File: src/rtl/sne_evt_stream_pkg.sv
`default_nettype none
// ============================================================================
// Module      : sne_evt_stream_pkg
// Description : Shared types and the saturating-add helper for the event
//               stream lanes.
// Revision    : 1.0 - initial release
// ============================================================================
package sne_evt_stream_pkg;

    localparam int STATE_DATA_WIDTH = 16;
    localparam int WEIGHT_WIDTH     = 8;

    typedef logic signed [STATE_DATA_WIDTH-1:0] state_t;
    typedef logic signed [WEIGHT_WIDTH-1:0]     weight_t;

    typedef enum logic [1:0] {
        RUN      = 2'd0,
        CLR_WAIT = 2'd1,
        CLR      = 2'd2
    } lane_fsm_e;

    // State plus sign-extended weight, clamped to the signed state range.
    function automatic state_t sat_add(input state_t s, input weight_t w);
        logic signed [STATE_DATA_WIDTH:0] wide;
        wide = {s[STATE_DATA_WIDTH-1], s}
             + {{(STATE_DATA_WIDTH+1-WEIGHT_WIDTH){w[WEIGHT_WIDTH-1]}}, w};
        if (wide[STATE_DATA_WIDTH] != wide[STATE_DATA_WIDTH-1]) begin
            sat_add = wide[STATE_DATA_WIDTH] ? {1'b1, {(STATE_DATA_WIDTH-1){1'b0}}}
                                             : {1'b0, {(STATE_DATA_WIDTH-1){1'b1}}};
        end else begin
            sat_add = wide[STATE_DATA_WIDTH-1:0];
        end
    endfunction

endpackage
`default_nettype wire

File: src/rtl/evt_sat_add_cmp.sv
`default_nettype none
// ============================================================================
// Module      : evt_sat_add_cmp
// Description : Combinational saturating add of a signed weight onto a
//               signed neuron state, plus signed threshold compare.
// Revision    : 1.0 - initial release
// ============================================================================
module evt_sat_add_cmp
    import sne_evt_stream_pkg::*;
#(
    parameter int STATE_DATA_WIDTH = 16,
    parameter int WEIGHT_WIDTH     = 8
) (
    input  logic signed [STATE_DATA_WIDTH-1:0] state_i,
    input  logic signed [WEIGHT_WIDTH-1:0]     weight_i,
    input  logic signed [STATE_DATA_WIDTH-1:0] threshold_i,
    output logic signed [STATE_DATA_WIDTH-1:0] sum_o,
    output logic                               fire_o
);

    localparam int SDW = STATE_DATA_WIDTH;
    localparam int WW  = WEIGHT_WIDTH;

    generate
        if (SDW == sne_evt_stream_pkg::STATE_DATA_WIDTH &&
            WW  == sne_evt_stream_pkg::WEIGHT_WIDTH) begin : g_pkg_width
            // Widths match the package types: reuse the shared helper.
            always_comb sum_o = sat_add(state_i, weight_i);
        end else begin : g_generic_width
            logic signed [SDW:0] w_wide;
            // Same clamp as the helper, sized from the parameters.
            always_comb begin
                w_wide = {state_i[SDW-1], state_i} + {{(SDW+1-WW){weight_i[WW-1]}}, weight_i};
                if (w_wide[SDW] != w_wide[SDW-1]) begin
                    sum_o = w_wide[SDW] ? {1'b1, {(SDW-1){1'b0}}} : {1'b0, {(SDW-1){1'b1}}};
                end else begin
                    sum_o = w_wide[SDW-1:0];
                end
            end
        end
    endgenerate

    // Signed compare: both operands are declared signed.
    assign fire_o = (sum_o >= threshold_i);

endmodule
`default_nettype wire

File: src/rtl/evt_state_update_lane.sv
`default_nettype none
// ============================================================================
// Module      : evt_state_update_lane
// Description : Read-modify-write integration of synaptic events into the
//               banked neuron state memory, with spike output and clear sweep.
// Revision    : 1.0 - initial release
// ============================================================================
module evt_state_update_lane
    import sne_evt_stream_pkg::*;
#(
    parameter int NEURONS_ADDR_WIDTH = 12,
    parameter int STATE_DATA_WIDTH   = 16,
    parameter int WEIGHT_WIDTH       = 8
) (
    input  logic                          clk_i,
    input  logic                          rst_i,
    input  logic                          clear_i,
    output logic                          busy_o,
    input  logic [STATE_DATA_WIDTH-1:0]   threshold_i,
    input  logic                          evt_valid_i,
    output logic                          evt_ready_o,
    input  logic [NEURONS_ADDR_WIDTH-1:0] evt_addr_i,
    input  logic [WEIGHT_WIDTH-1:0]       evt_weight_i,
    output logic                          spk_valid_o,
    input  logic                          spk_ready_i,
    output logic [NEURONS_ADDR_WIDTH-1:0] spk_addr_o,
    output logic                          rd_en_o,
    output logic [NEURONS_ADDR_WIDTH-1:0] rd_addr_o,
    input  logic [STATE_DATA_WIDTH-1:0]   rd_data_i,
    output logic                          wr_en_o,
    output logic [NEURONS_ADDR_WIDTH-1:0] wr_addr_o,
    output logic [STATE_DATA_WIDTH-1:0]   wr_data_o,
    output logic                          group_clk_en_o
);

    localparam int NAW = NEURONS_ADDR_WIDTH;
    localparam int SDW = STATE_DATA_WIDTH;
    localparam int WW  = WEIGHT_WIDTH;

    lane_fsm_e          state_q, state_d;
    logic [NAW-1:0]     cnt_q, cnt_d;

    logic               s1_valid_q;
    logic               s1_first_q;
    logic [NAW-1:0]     s1_addr_q;
    logic [WW-1:0]      s1_weight_q;
    logic [SDW-1:0]     hold_q;

    logic               spk_valid_q;
    logic [NAW-1:0]     spk_addr_q;

    logic [SDW-1:0]     w_state;
    logic [SDW-1:0]     w_sum;
    logic               w_fire;
    logic               w_commit;
    logic               w_stall;
    logic               w_accept;
    logic               w_sweep;

    // The read data is only valid the cycle after the read; stalls reuse the hold copy.
    assign w_state = s1_first_q ? rd_data_i : hold_q;

    evt_sat_add_cmp #(
        .STATE_DATA_WIDTH (SDW),
        .WEIGHT_WIDTH     (WW)
    ) u_sat_add_cmp (
        .state_i     (w_state),
        .weight_i    (s1_weight_q),
        .threshold_i (threshold_i),
        .sum_o       (w_sum),
        .fire_o      (w_fire)
    );

    assign w_commit = s1_valid_q & (~w_fire | ~spk_valid_q | spk_ready_i);
    assign w_stall  = s1_valid_q & ~w_commit;
    assign w_sweep  = (state_q == CLR);

    // A clear request also blocks acceptance so the sweep never meets a live stage 1.
    assign evt_ready_o = (state_q == RUN) & ~clear_i & ~w_stall
                       & ~(s1_valid_q & (evt_addr_i[0] == s1_addr_q[0]));
    assign w_accept    = evt_valid_i & evt_ready_o;

    assign rd_en_o   = w_accept;
    assign rd_addr_o = w_accept ? evt_addr_i : '0;

    assign wr_en_o   = w_sweep | w_commit;
    assign wr_addr_o = w_sweep ? cnt_q : (w_commit ? s1_addr_q : '0);
    assign wr_data_o = (w_commit & ~w_fire) ? w_sum : '0;

    assign busy_o         = (state_q != RUN);
    assign spk_valid_o    = spk_valid_q;
    assign spk_addr_o     = spk_addr_q;
    assign group_clk_en_o = rd_en_o | wr_en_o | s1_valid_q;

    // FSM and sweep counter registers.
    always_ff @(posedge clk_i or posedge rst_i) begin
        if (rst_i) begin
            state_q <= RUN;
            cnt_q   <= '0;
        end else begin
            state_q <= state_d;
            cnt_q   <= cnt_d;
        end
    end

    // Next-state: wait for stage 1 to drain before sweeping; sweep wraps back to 0.
    always_comb begin
        state_d = state_q;
        cnt_d   = cnt_q;
        case (state_q)
            RUN: begin
                if (clear_i) state_d = s1_valid_q ? CLR_WAIT : CLR;
            end
            CLR_WAIT: begin
                if (!s1_valid_q) state_d = CLR;
            end
            CLR: begin
                cnt_d = cnt_q + 1'b1;
                if (cnt_q == {NAW{1'b1}}) state_d = RUN;
            end
            default: state_d = RUN;
        endcase
    end

    // Stage 1 register: loaded on accept, emptied on commit.
    always_ff @(posedge clk_i or posedge rst_i) begin
        if (rst_i) begin
            s1_valid_q  <= 1'b0;
            s1_first_q  <= 1'b0;
            s1_addr_q   <= '0;
            s1_weight_q <= '0;
            hold_q      <= '0;
        end else begin
            s1_first_q <= w_accept;
            if (s1_first_q) hold_q <= rd_data_i;
            if (w_accept) begin
                s1_valid_q  <= 1'b1;
                s1_addr_q   <= evt_addr_i;
                s1_weight_q <= evt_weight_i;
            end else if (w_commit) begin
                s1_valid_q  <= 1'b0;
            end
        end
    end

    // Single-entry spike register; a new spike may replace one draining this cycle.
    always_ff @(posedge clk_i or posedge rst_i) begin
        if (rst_i) begin
            spk_valid_q <= 1'b0;
            spk_addr_q  <= '0;
        end else if (w_commit & w_fire) begin
            spk_valid_q <= 1'b1;
            spk_addr_q  <= s1_addr_q;
        end else if (spk_ready_i) begin
            spk_valid_q <= 1'b0;
        end
    end

endmodule
`default_nettype wire

File: config.mk
export PLATFORM = sky130hd
export DESIGN_NAME = evt_state_update_lane
export DESIGN_NICKNAME = d
export VERILOG_FILES = /design/src/rtl/sne_evt_stream_pkg.sv /design/src/rtl/evt_sat_add_cmp.sv /design/src/rtl/evt_state_update_lane.sv
export SDC_FILE = /design/constraint.sdc
export NUM_CORES = 1
export LEC_CHECK = 0
export BUFFER_PORTS_ARGS = -buffer_cell sky130_fd_sc_hd__buf_2
export CAP_MARGIN = 10
export CORE_MARGIN = 2
export CORE_UTILIZATION = 30
export CTS_BUF_LIST = sky130_fd_sc_hd__clkbuf_8
export DETAILED_ROUTE_END_ITERATION = 7
export HOLD_SLACK_MARGIN = 0.1
export SYNTH_ARGS = -nofsm -noshare
export SYNTH_HDL_FRONTEND = slang
export SYNTH_SLANG_ARGS = --single-unit
File: constraint.sdc
create_clock -name clk_i -period 6.6 [get_ports clk_i]
set_input_delay 0.66 -clock clk_i [delete_from_list [all_inputs] [get_ports clk_i]]
set_output_delay 0.66 -clock clk_i [all_outputs]
set_load 0.005 [all_outputs]
**Word level (Yosys, flattened, before mapping)**

Index checks and enable logic that the tools add are counted.

- Bits in registers: 65
- Input bits: 57

- $add $sub $neg: 2
- Order comparisons: 1
- Equality and inequality tests: 8
- Multiplexer cells: 16
- Bitwise logic cells: 20
- Reduce and logical (&&, ||, !) cells: 5

Operators with widths:

| cell | number |
|---|---|
| 2-to-1 mux 16 bit | 4 |
| 2-to-1 mux 12 bit | 3 |
| adder 16 x 8 -> 17 bit | 1 |
| >= comparator 16 bit | 1 |
| adder 12 x 1 -> 12 bit, second input constant | 1 |
| == test 12 bit, second input constant | 1 |
| bitwise AND 1 bit | 9 |
| 2-to-1 mux 2 bit | 4 |
| NOT 1 bit | 6 |
| one-hot mux 2 bit (3 select lines) | 1 |
| nonzero test 2 bit | 3 |
| bitwise OR 1 bit | 5 |
| 2-to-1 mux 1 bit | 4 |
| != test 2 bit, second input constant | 2 |
| AND reduction 3 bit | 1 |
| == test 2 x 1 -> 1 bit, second input constant | 1 |
| == test 2 bit, second input constant | 1 |
| logical NOT 2 bit | 1 |
| != test 2 x 1 -> 1 bit, second input constant | 1 |
| == test 1 bit | 1 |
| != test 1 bit | 1 |

**Logic depth before layout (Yosys ltp)**

- Depth after elaboration: 17
- Gate-level depth with buffers: 23
- Mapped depth without buffers: 17

**Cells and area by module**

A second synthesis with hierarchy kept.

- Cells, all modules: 399
- Area total of the unflattened synthesis: 4,396.7 um^2

Modules (own cells, without submodules):

| module | instances | cells each | area an instance (um^2) |
|---|---|---|---|
| evt_state_update_lane | 1 | 224 | 2,990.4 |
| evt_sat_add_cmp | 1 | 175 | 1,406.3 |

**Worst setup path after synthesis**

Ideal clock, no wire load.

- Kind: register -> output
- Start point: reg s1_first_q
- End point: out wr_data_o[14]
- Arrival: 5.315 ns
- Data required time: 5.940 ns
- Slack: 0.625 ns
- Cell stages (with the launch flop): 21
- Path buffers: 5
- Cell sequence: dfrtp_1 -> clkbuf_1 -> clkbuf_1 -> mux2_2 -> fa_1 -> a211oi_1 -> o21a_1 -> a211oi_1 -> o211a_1 -> buf_6 -> a211oi_4 -> buf_6 -> o21ai_2 -> ha_1 -> nor2b_1 -> o211ai_1 -> a2111o_1 -> a31oi_1 -> o21ai_1 -> buf_2 -> a211oi_1

- Word-level cells in the longest chain between the ends: 11
- Elaborated cells on any way between the ends: 12

RTL lines:

| element | RTL line | text |
|---|---|---|
| from (decl) | evt_state_update_lane.sv:44 | `logic s1_first_q;` |
| from (signal assigned) | evt_state_update_lane.sv:134 | `s1_first_q <= w_accept;` |
| 2-to-1 mux 16 bit * | n/a |  |
| via u_sat_add_cmp.state_i[1] | evt_sat_add_cmp.sv:14 | `input logic signed [STATE_DATA_WIDTH-1:0] state_i,` |
| adder 16 x 8 -> 17 bit * | sne_evt_stream_pkg.sv:26 | `+ {{(STATE_DATA_WIDTH+1-WEIGHT_WIDTH){w[WEIGHT_WIDTH-1]}}, w};` |
| 2-to-1 mux 16 bit / != test 1 bit (equally long branches) | sne_evt_stream_pkg.sv:28, sne_evt_stream_pkg.sv:27 |  |
| 2-to-1 mux 16 bit * | sne_evt_stream_pkg.sv:27 | `if (wide[STATE_DATA_WIDTH] != wide[STATE_DATA_WIDTH-1]) begin` |
| >= comparator 16 bit | evt_sat_add_cmp.sv:44 | `assign fire_o = (sum_o >= threshold_i);` |
| NOT 1 bit | evt_state_update_lane.sv:74, evt_state_update_lane.sv:88 |  |
| bitwise OR 1 bit (2 in series) | evt_state_update_lane.sv:74 | `assign w_commit = s1_valid_q & (~w_fire \| ~spk_valid_q \| spk_ready_i);` |
| bitwise AND 1 bit | evt_state_update_lane.sv:74 |  |
| bitwise AND 1 bit | evt_state_update_lane.sv:88 | `assign wr_data_o = (w_commit & ~w_fire) ? w_sum : '0;` |
| 2-to-1 mux 16 bit * | evt_state_update_lane.sv:88 |  |
| to (decl) | evt_state_update_lane.sv:32 | `output logic [STATE_DATA_WIDTH-1:0] wr_data_o,` |

Mark *: on every way through the listed nets, which the timed path passes. The rest lies on a longest branch.

**Worst setup path in the final report**

- Start point: reg s1_first_q
- End point: out wr_data_o[2]

The elaborated chain is that of the path after synthesis.

==> results.py <==
metrics = {
    "clocking": {
        "root_buffer": "clkbuf_8",
        "cts_tree": "done",
        "htree_levels": 3,
        "cts.clk_slew.worst_paths_ns": 0.09,
        "cts.sinks": 65,
        "cts-buffers-inserted": 9,
        "cts_buffer_depth": 2,
        "holdBufCountCts": 0,
        "clk_latency_ns": 0.36,
    },
    "floorplanning": {
        "core-area_um2": 15100,
        "ios": 115,
        "rows": 45,
        "die_x_um": 128,
        "initial_core_util_pct": 30.4,
        "die_height_um": 128,
        "fp.dieArea_um2": 16300,
    },
    "grt": {
        "overflow": 0,
        "grt_pass1_wl_um": 19900,
        "grt_pass1_vias": 3841,
        "use_met1_pct": 22.2,
        "grtUsageMet2_pct": 22.7,
        "grt_max_degree": 66,
        "grt_util_met3_pct": 3.55,
        "track_usage_pct": 15.5,
        "busiest_layer": "met2",
        "antenna_found_initial": 1,
    },
    "yosys": {
        "synthesis.area_um2": 4590,
        "synth_top_area_share_pct": 35.4,
        "synth_area_leaders": "dfrtp_1 (35%), ha_1 (9.0%), mux2_2 (7.9%), nand2_1 (3.6%), mux2_4 (3.3%)",
        "synthDistinctLibCells": 59,
        "syn_inst": 473,
        "syn_nets": 564,
        "yosys.area.top_type": "dfrtp_1",
        "synthTopCellsByCount": "dfrtp_1 (65), nand2_1 (44), ha_1 (33)",
        "ys_seq_elements": 65,
        "syn_area_per_cell_um2": 9.70,
        "synth-seq-area-share_pct": 35.4,
        "synth.most_common_cell": "dfrtp_1",
        "synth_edf_count": 0,
        "ys_warn_count": 0,
        "synthArstFlopShare_pct": 100,
        "synth_ff_type": "dfrtp_1",
    },
    "sta": {
        "skew_ns": 0.0150,
        "rsz0062_at_grt": "false",
        "min_period_ns": 6.30,
        "tightestPinTransition_ns": 1.07,
        "setup_tns_ns": 0,
        "setup_viol": 0,
        "slew_headroom_pct": 28.3,
        "timing.fmax_mhz": 159,
        "slew_violations": 0,
        "period_share_pct": 95.4,
        "finalHoldViolCount": 0,
    },
    "cells_and_area": {
        "nets": 678,
        "layout-drive-gt1-share_pct": 35.1,
        "fillers": 1519,
        "area_growth_pct": 21.5,
    },
    "critical_path": {
        "cp.arrival_ns": 5.64,
        "cp-end-kind": "primary output",
        "startpoint_type": "register",
        "crit_type": "register to primary output",
        "crit_fanout": 17,
        "cp.required_ns": 5.94,
    },
    "detailed_routing": {
        "routedWlPerCell_um": 16.3,
        "drc": 0,
        "drtIter0Drc": 190,
        "ant_nets": 0,
        "drt_wl_total_um": 12700,
        "drtPass1Iterations": 4,
        "vias": 3975,
        "routed_via_density": 5.09,
    },
    "status": {
        "status": "complete, no violations",
    },
    "run": {
        "drv_cap": 0,
    },
    "place": {
        "dp_hpwl_um": 9790,
        "port_buffers": 114,
        "place.gp.congestion": 0.905,
    },
    "min_path": {
        "hold_path_class": "register to register",
    },
}
## worst paths after layout
path                            start        endpoint  slack (ns)  cells past startpoint
min in group asynchronous       rst_i       hold_q[6]        0.54                      3
min reg2reg                hold_q[12]      hold_q[12]        0.51                      1
max reg2reg                s1_first_q  s1_weight_q[4]        0.95                     18
min                        hold_q[12]      hold_q[12]        0.51                      1
max                        s1_first_q    wr_data_o[2]        0.30                     18
max in group asynchronous       rst_i    s1_addr_q[9]        5.51                      3
## timing repair
action | CTS | global route
endpoints found under the setup margin | 0 | 41
buffers inserted | 0 | 2
gates resized for setup | 0 | 6
## per-layer routing
metal	part of all wire [%]	wire length, um
met1	49	6240
met2	44	5630
met3	4.1	519
met4	2.5	312
met5	0	0
## metrics by stage
step | hold WS, ns | std cells | setup slack (ns) | util (%) | area (um2)
final | 0.505 | 781 | 0.301 | 36.9 | 5580
after global routing | 0.505 | 781 | 0.0237 | 36.9 | 5580
after CTS | 0.504 | 778 | 0.0823 | 36.6 | 5530
after detailed placement | 0.489 | 762 | 0.239 | 35.3 | 5320
after global placement | 0.481 | 762 | 0.429 | 35.3 | 5320
after floorplan | 0.465 | 473 | 0.625 | - | 4590
## worst max-delay path: stages (launching register included)
cell,delay (ns)
dfrtp_1,0.39
buf_4,0.25
mux2_2,0.38
ha_1,0.40
a21o_4,0.28
a21o_1,0.19
a221o_1,0.35
o211a_1,0.37
or2_1,0.29
inv_2,0.17
o21ai_1,0.15
ha_1,0.32
nand4_1,0.14
a2111o_1,0.45
a31oi_1,0.25
o21ai_1,0.10
buf_4,0.20
nor4_1,0.39
buf_2,0.19
## cell usage in the layout, fill, tap and decap left out, types with 6 or more instances in the layout
cell type	netlist	final
buf_4	3	11
and2_1	13	13
dfrtp_1	65	65
buf_2	4	114
o21ai_0	19	17
o21ai_1	5	7
a211oi_1	14	13
nor4_1	7	7
nand2_1	44	44
nor2_1	16	16
mux2_1	6	6
clkbuf_8	0	9
mux2_2	32	32
xor2_1	6	6
a21oi_1	25	25
xnor2_1	15	15
nor3_1	16	16
mux2_4	10	10
nand4_1	9	9
nand3_1	13	13
ha_1	33	33
inv_1	26	25
## state kept, by name, summed over array words and instances (netlist names)
| register | count |
|---|---|
| cnt_q | 12 |
| hold_q | 16 |
| s1_addr_q | 12 |
| s1_first_q | 1 |
| s1_valid_q | 1 |
| s1_weight_q | 8 |
| spk_addr_o | 12 |
| spk_valid_o | 1 |
| state_q | 2 |
## area by class of cell
class | instances | area [um2] | area share (%)
Timing Repair Buffer | 126 | 673 | 12.1
Antenna cell | 1 | 2.50 | 0.0449
Multi-Input combinational cell | 358 | 2730 | 49.0
Tap cell | 188 | 235 | 4.22
Inverter | 27 | 101 | 1.82
Clock buffer | 9 | 124 | 2.22
Clock inverter | 7 | 80.1 | 1.44
Sequential cell | 65 | 1630 | 29.2
## cell families (layout without fill, tap and decap cells)
| kind of cell | Yosys count | in the layout | share of synthesized area [%] |
|---|---|---|---|
| buf+inv | 50 | 169 | 5.43 |
| mux | 49 | 49 | 12.8 |
| simple gates | 147 | 147 | 16.6 |
| xor+xnor | 21 | 21 | 4.01 |
| compound gates | 107 | 107 | 16.3 |
| fa+ha+maj | 34 | 34 | 9.43 |
| flops | 65 | 65 | 35.4 |
| other cells | 0 | 1 | 0 |
Power is left out: the tool's default activity adds up to more than one toggle a clock period on the data nets, which glitch-free logic cannot reach.
